`src/rtl/pwm_duty_button_conditioner.sv`:
```
// Duty-adjust button conditioner: sync, debounce, press pulses with mutual exclusion.
// Optional auto-repeat of a held button when AUTO_REPEAT_EN is defined.
module pwm_duty_button_conditioner #(
    parameter int DEBOUNCE_CYCLES = 4,
    parameter int REPEAT_DELAY    = 8,
    parameter int REPEAT_PERIOD   = 3
) (
    input  logic clk,
    input  logic reset,
    input  logic btn_inc_raw,
    input  logic btn_dec_raw,
    output logic inc_pulse,
    output logic dec_pulse,
    output logic inc_level,
    output logic dec_level
);

    localparam int CW = $clog2(DEBOUNCE_CYCLES);
    localparam logic [CW-1:0] DB_LAST = CW'(DEBOUNCE_CYCLES - 1);

    if (DEBOUNCE_CYCLES < 2 || REPEAT_DELAY < 2 || REPEAT_PERIOD < 2) begin : g_param_check
        $error("pwm_duty_button_conditioner: timing parameters must be >= 2");
    end

    // Bit 0 is the increase button, bit 1 the decrease button.
    logic [1:0]    raw;
    logic [1:0]    s1;
    logic [1:0]    s2;
    logic [1:0]    lvl;
    logic [1:0]    lvl_nxt;
    logic [1:0]    press;
    logic [1:0]    pulse_nxt;
    logic [CW-1:0] cnt     [2];
    logic [CW-1:0] cnt_nxt [2];

    assign raw = {btn_dec_raw, btn_inc_raw};

    always_ff @(posedge clk or posedge reset) begin
        if (reset) begin
            s1 <= '0;
            s2 <= '0;
        end else begin
            s1 <= raw;
            s2 <= s1;
        end
    end

    always_comb begin
        lvl_nxt = lvl;
        for (int i = 0; i < 2; i++) begin
            cnt_nxt[i] = '0;
            if (s2[i] != lvl[i]) begin
                if (cnt[i] == DB_LAST) begin
                    lvl_nxt[i] = s2[i];
                end else begin
                    cnt_nxt[i] = cnt[i] + 1'b1;
                end
            end
        end
    end

    always_ff @(posedge clk or posedge reset) begin
        if (reset) begin
            lvl    <= '0;
            cnt[0] <= '0;
            cnt[1] <= '0;
        end else begin
            lvl    <= lvl_nxt;
            cnt[0] <= cnt_nxt[0];
            cnt[1] <= cnt_nxt[1];
        end
    end

    // A press only counts while the other button is low before and after the edge.
    assign press[0] = !lvl[0] && lvl_nxt[0] && !lvl[1] && !lvl_nxt[1];
    assign press[1] = !lvl[1] && lvl_nxt[1] && !lvl[0] && !lvl_nxt[0];

`ifdef AUTO_REPEAT_EN
    localparam int RPT_MAX = (REPEAT_DELAY > REPEAT_PERIOD) ? REPEAT_DELAY : REPEAT_PERIOD;
    localparam int RW = $clog2(RPT_MAX);
    localparam logic [RW-1:0] RD_LAST = RW'(REPEAT_DELAY - 1);
    localparam logic [RW-1:0] RP_LAST = RW'(REPEAT_PERIOD - 1);

    typedef enum logic [1:0] {
        IDLE,
        DELAY,
        REPEAT
    } rpt_state_t;

    rpt_state_t    state;
    rpt_state_t    state_nxt;
    logic [RW-1:0] rpt_cnt;
    logic [RW-1:0] rpt_cnt_nxt;
    logic          org;
    logic          org_nxt;
    logic [1:0]    rpt_fire;
    logic          hold;

    assign hold = lvl_nxt[org] && !lvl_nxt[~org];

    always_ff @(posedge clk or posedge reset) begin
        if (reset) begin
            state   <= IDLE;
            rpt_cnt <= '0;
            org     <= 1'b0;
        end else begin
            state   <= state_nxt;
            rpt_cnt <= rpt_cnt_nxt;
            org     <= org_nxt;
        end
    end

    always_comb begin
        state_nxt   = state;
        rpt_cnt_nxt = rpt_cnt;
        org_nxt     = org;
        rpt_fire    = '0;
        if (|press) begin
            state_nxt   = DELAY;
            rpt_cnt_nxt = '0;
            org_nxt     = press[1];
        end else begin
            case (state)
                DELAY, REPEAT: begin
                    if (!hold) begin
                        state_nxt = IDLE;
                    end else if ((state == DELAY && rpt_cnt == RD_LAST) ||
                                 (state == REPEAT && rpt_cnt == RP_LAST)) begin
                        rpt_fire[org] = 1'b1;
                        rpt_cnt_nxt   = '0;
                        state_nxt     = REPEAT;
                    end else begin
                        rpt_cnt_nxt = rpt_cnt + 1'b1;
                    end
                end
                default: state_nxt = IDLE;
            endcase
        end
    end

    assign pulse_nxt = press | rpt_fire;
`else
    assign pulse_nxt = press;
`endif

    always_ff @(posedge clk or posedge reset) begin
        if (reset) begin
            inc_pulse <= 1'b0;
            dec_pulse <= 1'b0;
        end else begin
            inc_pulse <= pulse_nxt[0];
            dec_pulse <= pulse_nxt[1];
        end
    end

    assign inc_level = lvl[0];
    assign dec_level = lvl[1];

endmodule

```
`config.mk`:
```
export PLATFORM = sky130hd
export DESIGN_NAME = pwm_duty_button_conditioner
export DESIGN_NICKNAME = d
export VERILOG_FILES = /design/src/rtl/pwm_duty_button_conditioner.sv
export SDC_FILE = /design/constraint.sdc
export NUM_CORES = 1
export LEC_CHECK = 0
export ABC_AREA = 1
export CAP_MARGIN = 20
export CORE_AREA = 2 2 39 41
export DETAILED_ROUTE_END_ITERATION = 6
export DIE_AREA = 0 0 41 43
export DONT_BUFFER_PORTS = 1
export PLACE_DENSITY_LB_ADDON = 0.15
export SYNTH_ARGS = -nofsm -noshare
export SYNTH_HDL_FRONTEND = slang
export SYNTH_SLANG_ARGS = --single-unit
```
`constraint.sdc`:
```
create_clock -name clk -period 1 [get_ports clk]
set_input_delay 0.15 -clock clk [delete_from_list [all_inputs] [get_ports clk]]
set_output_delay 0.15 -clock clk [all_outputs]
set_load 0.005 [all_outputs]
```
==> metrics.yaml <==
track_usage_pct: 10.40
start_util_pct: 33.54
slew_viol_final: 0
pwr-share-comb_pct: 24.0
die_height_um: 43
relSlewSlack_pct: 69.79
max_stage_delay_ns: 0.38
grt_pass1_vias: 266
critPathBufInv: 0
power_density_nw_per_um2: 2586
hold_class: "input port to async pin"
routed_wl_um: 682
r2r_start: "cnt[1]$_DFF_PP0_"
ir_drop_v: 0.0008208
tightestPinTransition_ns: 0.4526
dieArea_um2: 1763
setup_violations: 0
first_iter_violations: 4
synth_cell_types: 9
antenna_found_initial: 0
critPathSlowestCell: "dfrtp_1"
worstPathRequired_ns: 1.20
max_freq_mhz: 1064
cap_viol_max_count: 0
clk_pin_slew_worst_paths_ns: 0.07
rsz0062_at_grt: "false"
synth_edf_count: 0
antenna_left: 0
final_core_util_pct: 40.14
insertion_delay_ns: 0.27
synthCells: 48
post_drt_wl_per_cell_um: 9.606
via_per_inst: 4.085
routabilityCongestion: 0.7160
drc: 0
portBuffers: 0
grt_max_degree: 13
cts_buffers: 3
post-cts-setup-buffers: 0
crit_chain: "ha_2 -> or2_0 -> nor2_1"
ys_seq_elements: 12
synth.most_common_cell: "nand2_1"
ys_warn_count: 0
syn_to_final_growth_pct: 19.68
yosys.area.top_type_share_pct: 64.69
layout-drive-gt1-share_pct: 14.55
critPathMaxFanout: 4
path_class: "flop to flop"
status: "finished clean"
io_pins: 8
final_cell_area_um2: 555.5
nNetsFinal: 62
intPower_uw: 986.0
fillers: 141
n_antenna_cell: 0
leakage_uw: 0.0002985
end_kind: "flop"
clock_power_share_pct: 26.4
clockBufferDepth: 2
critPathLaunch: "cnt[1]$_DFF_PP0_"
hpwl_um: 479.7
period_minus_slack_ns: 0.9399
async_reset_ff_share_pct: 100.0
die_w_um: 41
dr_total_vias: 290
cts.sinks: 12
cts-root-buf: "clkbuf_4"
period_share_pct: 93.99
grt_pass1_wl_um: 1083
firstDrtPassIters: 2
rows: 14
ys.flop_type: "dfrtp_1"
dpl_cell_area_um2: 484.2
final_hold_viol_count: 0
syn_area_per_cell_um2: 9.671
yosysTopAreaCell: "dfrtp_1"
ys_seq_area_share_pct: 64.69
synth_area_leaders: "dfrtp_1 65%, nand2_1 11%, inv_1 7.3%, ha_1 5.4%, nor2_1 4.9%"
syn_area_um2: 464.2
cp_data_arrival_time_ns: 1.14
fin_worst_skew_ns: 0.001035
synth_nets: 54
fin_setup_tns_ns: 0
power_frac_seq_pct: 49.7
core_area_um2: 1384
p_sw_share_pct: 31.36
cts_tree: "yes"
synthTopCellsByCount: "14 x nand2_1, 12 x dfrtp_1, 9 x inv_1"
grt.overflow.total: 0
htreeDepth: 1
path_delay_family: "flip-flops"
crit_path_start_kind: "flop"
p_switching_uw: 450.5
[path summary, 6_finish.rpt]
path                                       end  slack [ns]  cells after the start
min in group clk               s2[0]$_DFF_PP0_        0.35                      0
hold reg to reg                s2[0]$_DFF_PP0_        0.35                      0
hold / removal                cnt[1]$_DFF_PP0_        0.32                      2
max in group asynchronous  inc_pulse$_DFF_PP0_        0.37                      2
setup / recovery              cnt[0]$_DFF_PP0_        0.06                      3
setup reg to reg              cnt[0]$_DFF_PP0_        0.06                      3
[power groups by stage]
stage | Clock [µW] | Sequential [µW] | Combinational, µW
4_1_cts | 401 | 714 | 351
5_1_grt | 420 | 738 | 408
3_3_place_gp | 0 | 721 | 330
6_report | 379 | 713 | 344
3_5_place_dp | 0 | 724 | 335
2_1_floorplan | 0 | 697 | 283
[cell type report]
cell class / instances / area, µm² / area share, %
Clock buffer: 4 / 36.28 / 6.532
Inverter: 9 / 33.78 / 6.081
Multi-Input combinational cell: 27 / 135.1 / 24.32
Sequential cell: 12 / 300.3 / 54.05
Tap cell: 16 / 20.02 / 3.604
Timing Repair Buffer: 3 / 30.03 / 5.405
[layer usage]
layer | routed length, µm | share of wire [%] | track usage [%] | vias to the layer above
met5 | 0 | 0 | 0 | -
met2 | 277 | 41 | 10.31 | 7
met3 | 23 | 3.4 | 3.141 | 4
met1 | 352 | 52 | 14.19 | 128
li1 | - | - | - | 151
met4 | 30 | 4.4 | 14.00 | 0
[worst register-to-register path, stage by stage (launching register included)]
cell     delay [ns]
dfrtp_1        0.38
ha_2           0.20
or2_0          0.22
nor2_1         0.08
[registers in the layout, summed over array words and instances, names as in the netlist]
name	count
cnt	4
dec_pulse	1
inc_pulse	1
lvl	2
s1	2
s2	2
[per-stage QoR]
step | cells | setup WS, ns | hold WS (ns) | power [µW]
after detailed placement | 64 | 0.01563 | 0.07333 | 1059
after CTS | 71 | 0.03270 | 0.3320 | 1466
after global placement | 64 | 0.03434 | 0.07509 | 1052
after global routing | 71 | 0.01084 | 0.3573 | 1565
after floorplan | 48 | 0.05853 | 0.01470 | 980.5
final | 71 | 0.06010 | 0.3236 | 1437
[cell usage in the layout, fill, tap and decap left out]
cell type	instances
clkbuf_4	3
clkbuf_8	1
dfrtp_1	12
dlygate4sd3_1	3
ha_2	2
inv_1	9
nand2_1	14
nand2_2	1
nor2_1	6
nor2_2	1
o21ai_0	1
or2_0	2
[logic make-up (layout without fill, tap and decap cells)]
group,Yosys count,after routing,synth area share [%]
DFF,12,12,64.69
and+or+nand+nor,24,24,21.56
buffers and inverters,9,16,7.277
adders and majority gates,2,2,5.390
AOI/OAI and AO/OA,1,1,1.077
[timing repair]
item,4_1_cts,5_1_grt
cloned,0,0
pin swaps,0,3
hold buffers,3,0
endpoints found under the hold margin,14,0
endpoints found under the setup margin,1,4
gates resized for setup,1,1
(Power assumes the default switching activity.)
